### config.mk
export PLATFORM = sky130hd
export DESIGN_NAME = mem_access_unit
export DESIGN_NICKNAME = d
export VERILOG_FILES = /design/src/rtl/mem_access_unit.sv
export SDC_FILE = /design/constraint.sdc
export NUM_CORES = 1
export LEC_CHECK = 0
export ABC_CLOCK_PERIOD_IN_PS = 4400
export CAP_MARGIN = 20
export CORE_ASPECT_RATIO = 1.75
export CORE_UTILIZATION = 48
export DETAILED_ROUTE_END_ITERATION = 8
export MAX_ROUTING_LAYER = met4
export PLACE_DENSITY = 0.86
export SYNTH_ARGS = -nofsm -noshare
export SYNTH_HDL_FRONTEND = slang
export SYNTH_SLANG_ARGS = --single-unit
### constraint.sdc
create_clock -name i_clk -period 4.4 [get_ports i_clk]
set_input_delay 1.32 -clock i_clk [delete_from_list [all_inputs] [get_ports i_clk]]
set_output_delay 1.32 -clock i_clk [all_outputs]
set_load 0.005 [all_outputs]
### src/rtl/mem_access_unit.sv
// mem_access_unit: sequences one CPU word/byte access onto split byte-lane memory,
// with wait states, misalignment faults, data breakpoints and a saturating access counter.
module mem_access_unit #(
  parameter int ADDR_W      = 16,
  parameter int WAIT_STATES = 0,
  parameter int CNT_W       = 16
) (
  input  logic              i_clk,
  input  logic              i_rst_n,
  input  logic              i_req,
  input  logic              i_we,
  input  logic              i_byte_acc,
  input  logic [ADDR_W-1:0] i_addr,
  input  logic [15:0]       i_wdata,
  output logic              o_busy,
  output logic              o_done,
  output logic              o_fault,
  output logic [15:0]       o_rdata,
  output logic [ADDR_W-1:0] o_mem_lb_addr,
  output logic [ADDR_W-1:0] o_mem_ub_addr,
  output logic [7:0]        o_mem_lb_wdata,
  output logic [7:0]        o_mem_ub_wdata,
  output logic              o_mem_lb_we,
  output logic              o_mem_ub_we,
  input  logic [7:0]        i_mem_lb_rdata,
  input  logic [7:0]        i_mem_ub_rdata,
  input  logic              i_bkpt_en,
  input  logic [1:0]        i_bkpt_mode,
  input  logic [ADDR_W-1:0] i_bkpt_addr,
  output logic              o_bkpt_hit,
  output logic [CNT_W-1:0]  o_acc_count,
  input  logic              i_cnt_clr
);
  typedef enum logic [1:0] {S_IDLE, S_ACCESS, S_WAIT, S_DONE} state_t;
  state_t            r_state, w_next;
  logic              r_we, r_byte;
  logic [ADDR_W-1:0] r_addr;
  logic [3:0]        r_wcnt;
  logic              w_start, w_misalign, w_lb_sel, w_ub_sel, w_ok_done, w_hit;
  logic [15:0]       w_rdata;
  logic [CNT_W-1:0]  w_cnt;

  always_ff @(posedge i_clk or negedge i_rst_n)
    if (!i_rst_n) r_state <= S_IDLE;
    else r_state <= w_next;

  always_comb begin
    w_next = S_IDLE;
    unique case (r_state)
      S_IDLE:   w_next = i_req ? (w_misalign ? S_DONE : S_ACCESS) : S_IDLE;
      S_ACCESS: w_next = (WAIT_STATES > 0) ? S_WAIT : S_DONE;
      S_WAIT:   w_next = (r_wcnt == 4'(WAIT_STATES - 1)) ? S_DONE : S_WAIT;
      S_DONE:   w_next = S_IDLE;
    endcase
  end

  // Only a misaligned request jumps IDLE->DONE, so any other DONE entry is a good access.
  always_comb begin
    w_start    = (r_state == S_IDLE) && i_req;
    w_misalign = !i_byte_acc && i_addr[0];
    w_lb_sel   = !i_byte_acc || !i_addr[0];
    w_ub_sel   = !i_byte_acc || i_addr[0];
    w_ok_done  = (w_next == S_DONE) && (r_state != S_IDLE);
    w_hit      = i_bkpt_en && w_ok_done && (r_addr[ADDR_W-1:1] == i_bkpt_addr[ADDR_W-1:1])
                 && (!r_byte || r_addr[0] == i_bkpt_addr[0]) && (r_we ? i_bkpt_mode[1] : i_bkpt_mode[0]);
    w_rdata    = r_byte ? {8'h00, r_addr[0] ? i_mem_ub_rdata : i_mem_lb_rdata}
                        : {i_mem_ub_rdata, i_mem_lb_rdata};
    w_cnt      = i_cnt_clr ? '0 : (w_ok_done && !(&o_acc_count)) ? o_acc_count + 1'b1 : o_acc_count;
  end

  always_ff @(posedge i_clk or negedge i_rst_n)
    if (!i_rst_n) begin
      o_busy         <= 1'b0;
      o_done         <= 1'b0;
      o_fault        <= 1'b0;
      o_bkpt_hit     <= 1'b0;
      o_mem_lb_we    <= 1'b0;
      o_mem_ub_we    <= 1'b0;
      o_rdata        <= '0;
      o_mem_lb_addr  <= '0;
      o_mem_ub_addr  <= '0;
      o_mem_lb_wdata <= '0;
      o_mem_ub_wdata <= '0;
      o_acc_count    <= '0;
      r_we           <= 1'b0;
      r_byte         <= 1'b0;
      r_addr         <= '0;
      r_wcnt         <= '0;
    end else begin
      o_busy      <= w_next != S_IDLE;
      o_done      <= w_next == S_DONE;
      o_fault     <= (w_next == S_DONE) && (r_state == S_IDLE);
      o_bkpt_hit  <= w_hit;
      o_mem_lb_we <= w_start && !w_misalign && i_we && w_lb_sel;
      o_mem_ub_we <= w_start && !w_misalign && i_we && w_ub_sel;
      o_acc_count <= w_cnt;
      r_wcnt      <= (r_state == S_WAIT) ? r_wcnt + 4'd1 : 4'd0;
      if (w_start) begin
        r_we   <= i_we;
        r_byte <= i_byte_acc;
        r_addr <= i_addr;
      end
      if (w_start && !w_misalign) begin
        o_mem_lb_addr <= {i_addr[ADDR_W-1:1], 1'b0};
        o_mem_ub_addr <= {i_addr[ADDR_W-1:1], 1'b1};
        if (i_we && w_lb_sel) o_mem_lb_wdata <= i_wdata[7:0];
        if (i_we && w_ub_sel) o_mem_ub_wdata <= i_byte_acc ? i_wdata[7:0] : i_wdata[15:8];
      end
      if (w_ok_done && !r_we) o_rdata <= w_rdata;
    end
endmodule

After elaboration in Yosys (flattened, before gate mapping)
Index checks and enable logic that the tools add are counted.
Word-level totals
  flip-flop bits (word level): 109
  input port bits: 73
  output and inout port bits: 86
  word-level logic and storage cells: 69
Cells by class
  $add $sub $neg: 2
  eq/ne operators: 7
  multiplexer cells: 11
  reduce and logical (&&, ||, !) cells: 32
Operator list (number)
  16-bit two-way mux: 3
  16-bit by 1-bit adder with 16-bit output, second input constant: 1
  1-bit logical AND: 16
  8-bit two-way mux: 2
  16-bit AND reduction: 1
  15-bit equality test: 1
  2-bit one-hot mux with 4 select lines: 1
  2-bit equality test, second input constant: 3
  1-bit zero test: 6
  2-bit nonzero test: 3
  4-bit by 1-bit adder with 4-bit output, second input constant: 1
  4-bit equality test, second input constant: 1
  2-bit two-way mux: 2
  4-bit two-way mux: 1
  2-bit AND reduction: 2
  1-bit logical OR: 3
  2-bit by 1-bit equality test with 1-bit output, second input constant: 1
  2-bit zero test: 1
  1-bit two-way mux: 2
  1-bit equality test: 1

Logic depth before layout (Yosys ltp)
Gate-level depths: netlist (run 1).
  depth in word-level cells: 11
  mapped depth: 9
  depth with buffers taken out: 7

Worst setup path before layout (run 1)
No wires, ideal clock.
  path type: input port to flip-flop
  start: in i_byte_acc
  end: reg o_mem_ub_addr[10]
  library setup time: 125 ps
  data arrival time: 2640 ps
  required time: 4275 ps
  path slack: 1635 ps
  stages: 5
  path buffers: 2
  path through: buf_2 > inv_1 > a21oi_1 > buf_2 > mux2_2
On the way
  word-level cells in the longest chain between the ends: 4
Ends and longest elaborated chain
  from (decl): RTL line 12  | input logic i_byte_acc,
  1-bit zero test: RTL line 60  | w_misalign = !i_byte_acc && i_addr[0];
  1-bit logical AND: RTL line 60
  1-bit zero test: RTL line 103  | if (w_start && !w_misalign) begin
  1-bit logical AND: RTL line 103
  to (signal assigned): RTL line 105  | o_mem_ub_addr <= {i_addr[ADDR_W-1:1], 1'b1};
  to (decl): RTL line 20  | output logic [ADDR_W-1:0] o_mem_ub_addr,
Every way passes these cells.
A chain may end at the register's enable or synchronous reset.

Final worst setup path (run 1)
  start: in i_byte_acc
  end: reg o_acc_count[15]
On the way
  word-level cells in the longest chain between the ends: 9
Ends and longest elaborated chain
  1-bit zero test: RTL line 60
  1-bit logical AND: RTL line 60
  2-bit two-way mux (2 in series): RTL line 50  | S_IDLE: w_next = i_req ? (w_misalign ? S_DONE : S_ACCESS) : S_IDLE;
  2-bit one-hot mux with 4 select lines: RTL line 49  | unique case (r_state)
  2-bit equality test: RTL line 63  | w_ok_done = (w_next == S_DONE) && (r_state != S_IDLE);
  1-bit logical AND: RTL line 63
  1-bit logical AND: RTL line 68  | w_cnt = i_cnt_clr ? '0 : (w_ok_done && !(&o_acc_count)) ? o_acc_count + 1'b1 : o_acc_count;
  2-bit nonzero test (no line)
  to (signal assigned): RTL line 96  | o_acc_count <= w_cnt;
  to (decl): RTL line 31  | output logic [CNT_W-1:0] o_acc_count,
Every way passes these cells.

==> results.txt, run 1 <==
----------------------------------------------------
[Status]
  Run status ... finished, final reports clean

[STA]
  Hold violation count in the final report ... 0
  Transition at the pin with the smallest max-transition slack ... 0.969 ns
  Setup violators final ... 0
  Period Utilization, post-route ... 70.7%
  Setup tns final ... 0 ns
  Clock Skew ... 0.00756 ns
  Relative slew slack ... 35.1%
  Setup repair after global routing missed its margin ... false
  Time the worst path needs with I/O delays and setup ... 3.11 ns
  Count of pins over their slew limit ... 0
  Achievable clock frequency ... 321 MHz

[Setup path]
  Critical path startpoint category ... input pin
  Number of cell instances on the worst register-to-register path ... 6
  Type of destination of the critical path ... flip-flop
  Worst-path maximum fanout ... 30
  Endpoint of the lowest-slack register-to-register path ... o_acc_count[15]
  Data arrival time of the worst path ... 3.36 ns
  Required @ worst endpoint ... 4.65 ns
  Start-to-end type of the worst setup path ... input pin to flip-flop
  Reg2Reg Launch Point ... o_acc_count[0]
  R2R Setup Slk ... 2.14 ns
  End of the critical path ... o_acc_count[15]
  Crit. Startpoint ... i_byte_acc

[GRT]
  Met3 global-route usage ... 3.55%
  GRT Overall Usage ... 23.8%
  Antenna violations before repair ... 0
  Met1 GRT Util ... 27.6%
  Pin count of the biggest net entering global routing ... 85
  Via count of the first global-routing pass ... 3466
  Grt peak-use layer ... met2
  GRT met2 Usage ... 40.6%
  Global route overflow ... 0
  Global-route wire length before repair ... 16.5 mm

[Pwr]
  Pleak ... 2.67 nW
  Worst vdd rail ir drop ... 0.000436 V
  Overall power consumption ... 3.76 mW
  Pwr/cell area ... 604 nW/um^2

[Routing]
  Total iterations of the first detailed-routing run ... 4
  Detailed-route wire length ... 10.2 mm
  DRC violation count after routing ... 0
  Via-per-instance ratio ... 5.16
  Number of nets with antenna violations after routing ... 0
  Total via count after detailed routing ... 3366
  Number of DRC markers after the initial detailed-route iteration ... 201
  Drt wl/cell ... 15.6 um

[Layout]
  Area used by multi-input combinational logic ... 1720 sq um
  Number of diodes ... 0
  Register area ... 2350 sq um
  Layout cells sized above 1 ... 11.6%
  Layout Nets ... 609
  Area growth, synth to finish ... 44.3%
  Fillers ... 619

[Clock network]
  Inserted Clock Buffers ... 9
  Post CTS Setup Buffer Count ... 0
  Resized cells post-CTS ... 0
  Clock tree from TritonCTS ... built
  Clock tree buffer depth ... 2
  Number of hold buffers added after CTS ... 0
  CTS HTree Levels ... 3
  Number of clock sinks ... 94
  CTS Root Cell ... clkbuf_16
  Worst skew pair latency ... 0.34 ns
  Clock transition time at the flip-flop clock pins of the worst setup and hold paths ... 0.06 ns

[Synthesis]
  Mapped Cells ... 387
  Async SR Flop Fraction ... 100%
  Synth top area share ... 54.5%
  Net count after synthesis ... 466
  Post-synthesis cell type with the largest combined area ... dfrtp_1
  Count of cell types in the netlist ... 35
  Flip-flop cell with the highest count after synthesis ... dfrtp_1
  Synth top area cells ... dfrtp_1 (54%), mux2_2 (8.1%), mux2i_1 (4.2%), a21oi_1 (3.8%), nand2_1 (3.4%)
  Count of flip-flops with a built-in enable after synthesis ... 0
  Portion of the post-synthesis area used by sequential elements ... 54.5%
  Syn Std Cell Area ... 4320 sq um
  Register bit total from synthesis ... 94
  Mean instance size in the synthesized netlist ... 11.2 sq um
  Yosys synthesis warning count ... 0

[Die]
  Core area ... 8730 sq um
  Full die area ... 9400 sq um
  I/O pin total ... 159
  Initial Utilization ... 49.5%
  Die extent in y ... 127 um
  Overall die width ... 73.7 um
  Site Rows ... 45

[Place]
  Placed wire-length estimate after detailed placement ... 7.40 mm
  Total of buffers placed on input and output ports ... 157
  Last weighted congestion value of the routability-driven placer ... 0.780

[Hold path]
  Worst min-delay path category ... flip-flop to flip-flop

[Flow run]
  Max capacitance violation total ... 0

----------------------------------------------------
[layout by cell type (no fill, tap or decap), drive strengths merged, types with 7 or more instances in the layout]
| master | netlist | final |
|---|---|---|
| clkdlybuf4s50 | 0 | 156 |
| a21oi | 33 | 33 |
| nor2 | 20 | 20 |
| buf | 23 | 7 |
| nand2 | 39 | 39 |
| o21ai | 17 | 17 |
| or3 | 8 | 8 |
| nand4 | 7 | 7 |
| inv | 13 | 13 |
| clkbuf | 8 | 10 |
| nand3b | 9 | 9 |
| xnor2 | 13 | 13 |
| mux2i | 18 | 18 |
| xor2 | 7 | 7 |
| dfrtp | 94 | 94 |
| mux2 | 31 | 31 |
[worst max-delay path, stage by stage]
cell and delay [ns]:
clkdlybuf4s50_1 0.40, buf_4 0.19, nand4b_1 0.26, o211ai_4 0.16
o211ai_4 0.28, or4_1 0.59, a21oi_1 0.16
[cell families after synthesis]
group / share of synthesized area [%]
AOI/OAI and AO/OA: 7.82
and+or+nand+nor: 13.9
DFF: 54.5
buffers and inverters: 5.65
other: 0.0868
muxes: 12.3
xor gates and xnor gates: 4.06
adders and majority gates: 1.74
[stage by stage]
step           hold slack, ns  worst slack, ns  cells  util [%]  cell area, sq um
2_1_floorplan           0.432             1.64    387         -              4320
3_3_place_gp            0.449             1.03    635      67.4              5880
3_5_place_dp            0.463            0.954    635      67.4              5880
4_1_cts                 0.480             1.31    651      71.1              6200
5_1_grt                 0.504             1.16    652      71.4              6230
6_report                0.475             1.29    652      71.4              6230
[layer usage]
metal / part of all wire, % / up-vias / wire, um
met5: 0 / - / 0
li1: - / 1602 / -
met4: 1.9 / 0 / 193
met2: 56 / 102 / 5690
met3: 3.5 / 14 / 359
met1: 39 / 1648 / 3920
[cell usage after synthesis, types with 2 or more instances]
cell and instances:
buf_2 3, mux2_2 31, ha_1 6, nand3_1 6, buf_4 17, nor4_1 2, xor2_1 7, nor2_1 20
nand3b_1 9, o31ai_1 6, buf_1 2, a21oi_1 33, nor2b_1 2, and2_1 5, or2_2 3, o21ai_0 17
dfrtp_1 94, nand2_1 39, or3_1 8, or4_1 6, and3_1 3, xnor2_1 13, clkbuf_1 8, inv_1 13
mux2i_1 18, nand4_1 6, o211ai_4 2
[how the worst min path moves through the flow]
stage / from / end / depth (start not counted)
final: r_wcnt[0] / r_wcnt[0] / 1
after CTS: r_wcnt[0] / r_wcnt[0] / 1
after detailed placement: o_mem_lb_wdata[5] / o_mem_lb_wdata[5] / 2
after global placement: r_wcnt[0] / r_wcnt[0] / 1
after floorplan: r_wcnt[0] / r_wcnt[0] / 1
after global routing: r_wcnt[0] / r_wcnt[0] / 1
[state kept, by name, summed over array words and instances, names as in the netlist]
name,flops
o_mem_lb_we,1
r_state,2
o_mem_ub_wdata,8
o_bkpt_hit,1
r_byte,1
o_done,1
o_acc_count,16
o_fault,1
r_addr,16
r_we,1
o_busy,1
o_mem_ub_we,1
o_mem_lb_wdata,8
o_rdata,16
o_mem_ub_addr,16
r_wcnt,4
[power breakdown]
part           internal [mW]  switching (mW)  total (mW)
combinational          0.935           0.561        1.50
clock                  0.511           0.319       0.829
sequential              1.20           0.236        1.44
[layout make-up]
| class | instances | share of cell area [%] |
|---|---|---|
| sequential | 94 | 37.7 |
| multi-input combinational | 248 | 27.6 |
| timing repair buffer | 163 | 26.2 |
| clock buffer | 10 | 3.83 |
| tap | 117 | 2.35 |
| clock inverter | 6 | 1.37 |
| inverter | 14 | 0.843 |
Power figures use the tool's default switching activity.
==> run 2, diff against run 1 <==
- ABC_CLOCK_PERIOD_IN_PS: 4400 -> 2600
- CORE_UTILIZATION: 48 -> 40
- PLACE_DENSITY: 0.86 -> 0.76
- clock period: 4.4 -> 2.6 ns (I/O delays scaled with it)
==> run 2 against run 1 <==
  * Clock skew decreased by 0.0024 ns
  * Non-clock buffer count increased by 7
  * First-iteration DRC count decreased by 9.5%
  * Die area increased by 20%
  * Utilization decreased by 11 points
  * Critical path depth increased by 1
  * Sequential power increased by 67%
  * Via count increased by 0.45%
  * Total power increased by 67%
  * Sequential share of layout area decreased by 0.23 points
  * Final cell count increased by 2.6%
  * Flip-flop and latch count unchanged
  * Critical endpoint is now o_acc_count[1]
  * Highest routed layer unchanged
==> results.txt, run 2 (same netlist as run 1, synthesis figures left out) <==
----------------------------------------------------
[GRT]
  Global-route wire length before repair ... 17.0 mm
  Antenna violations before repair ... 0
  GRT Overall Usage ... 20.3%
  Pin count of the biggest net entering global routing ... 64
  Global route overflow ... 0
  Via count of the first global-routing pass ... 3450

[Routing]
  Drt wl/cell ... 15.6 um
  Total via count after detailed routing ... 3381
  Detailed-route wire length ... 10.4 mm
  Via-per-instance ratio ... 5.05
  Number of nets with antenna violations after routing ... 0
  DRC violation count after routing ... 0
  Number of DRC markers after the initial detailed-route iteration ... 182
  Total iterations of the first detailed-routing run ... 4

[Die]
  Full die area ... 11200 sq um
  I/O pin total ... 159
  Core area ... 10400 sq um
  Initial Utilization ... 41.7%
  Site Rows ... 49
  Overall die width ... 80.6 um
  Die extent in y ... 139 um

[STA]
  Setup violators final ... 0
  Relative slew slack ... 62.2%
  Transition at the pin with the smallest max-transition slack ... 0.566 ns
  Setup repair after global routing missed its margin ... false
  Hold violation count in the final report ... 0
  Period Utilization, post-route ... 86.5%
  Achievable clock frequency ... 445 MHz
  Count of pins over their slew limit ... 0
  Smallest hold slack ... 0.376 ns
  Setup tns final ... 0 ns
  Time the worst path needs with I/O delays and setup ... 2.25 ns
  Clock Skew ... 0.00517 ns

[Pwr]
  Pwr/cell area ... 1000 nW/um^2
  Overall power consumption ... 6.28 mW
  Worst vdd rail ir drop ... 0.000580 V
  Pleak ... 2.68 nW

[Setup path]
  Stage delay of the slowest cell on the critical path ... 0.45 ns
  Critical path startpoint category ... flip-flop
  Crit-path cells ... ha_1, and2_1, nand4_1, o211ai_4, buf_4, buf_4, mux2i_1, nor2_1
  Crit path max-delay cell type ... dfrtp_1
  Worst-path maximum fanout ... 15
  Largest delay share family, worst path ... simple AND/OR/NAND/NOR gates
  Type of destination of the critical path ... flip-flop
  Required @ worst endpoint ... 2.80 ns
  Data arrival time of the worst path ... 2.45 ns
  Start-to-end type of the worst setup path ... flip-flop to flip-flop
  Cell occurring most often along the worst timing path ... buf_4
  Buf/Inv on CP ... 2

[Clock network]
  Inserted Clock Buffers ... 9
  Number of hold buffers added after CTS ... 0
  Number of clock sinks ... 94
  Clock tree buffer depth ... 2
  CTS HTree Levels ... 3
  Clock tree from TritonCTS ... built
  Worst skew pair latency ... 0.33 ns
  Resized cells post-CTS ... 0
  Post CTS Setup Buffer Count ... 0
  CTS Root Cell ... clkbuf_16
  Clock transition time at the flip-flop clock pins of the worst setup and hold paths ... 0.06 ns

[Layout]
  Layout cells sized above 1 ... 12.4%
  Area growth, synth to finish ... 45.2%
  Most common cell after layout, fill and taps aside ... clkdlybuf4s50_1
  Final standard cell area without fillers ... 6270 sq um
  Fillers ... 852
  Number of diodes ... 0
  Non-Filler Instances ... 669
  Most frequent cells in the layout ... clkdlybuf4s50_1 (156), dfrtp_1 (94), nand2_1 (39), a21oi_1 (33), mux2_2 (31)
  Layout Nets ... 616

[Place]
  Dpl cells ... 653
  Instance area at placement ... 5980 sq um
  Total of buffers placed on input and output ports ... 157
  Placed wire-length estimate after detailed placement ... 7.95 mm
  Last weighted congestion value of the routability-driven placer ... 0.749

[Hold path]
  Worst min-delay path category ... input pin to asynchronous set/reset pin

[Flow run]
  Max capacitance violation total ... 0

[Status]
  Run status ... finished, final reports clean

----------------------------------------------------
==> run 2: report_power, final <==
group          internal [mW]  leakage (nW)  total (mW)  switching (mW)
Sequential              2.03          1.16        2.40           0.369
Combinational           1.63          1.38        2.58           0.952
Clock                  0.748         0.136        1.29           0.546
==> run 2: path summary, 6_finish.rpt <==
kind	start	end	slack [ns]	cells past startpoint
setup / recovery	o_acc_count[0]	o_acc_count[1]	0.35	8
hold / removal	i_rst_n	o_mem_ub_wdata[4]	0.38	1
setup reg to reg	o_acc_count[0]	o_acc_count[1]	0.35	8
hold reg to reg	r_wcnt[0]	r_wcnt[0]	0.46	1
max in group asynchronous	i_rst_n	r_addr[1]	1.54	2
min in group i_clk	r_wcnt[0]	r_wcnt[0]	0.46	1
==> run 2: metrics by stage <==
stage / utilization, % / worst slack, ns
after floorplan: - / 0.375
after CTS: 60.5 / 0.327
final: 60.5 / 0.351
after global placement: 57.7 / 0.0475
after detailed placement: 57.7 / -0.00380
after global routing: 60.5 / 0.152
==> run 2: cell type report <==
cell class | instances | area, sq um | area share [%]
inverters | 14 | 52.6 | 0.838
multi-input cells | 248 | 1720 | 27.5
well taps | 127 | 159 | 2.53
flip-flops and latches | 94 | 2350 | 37.5
clock buffers | 11 | 233 | 3.71
repair buffers | 170 | 1690 | 27.0
clock inverters | 5 | 58.8 | 0.938
==> run 2: metal layers <==
| layer | part of all wire, % | track usage (%) |
|---|---|---|
| met1 | 38 | 22.1 |
| met5 | 0 | - |
| met2 | 55 | 35.5 |
| met4 | 2.4 | 7.80 |
| met3 | 4.7 | 4.13 |
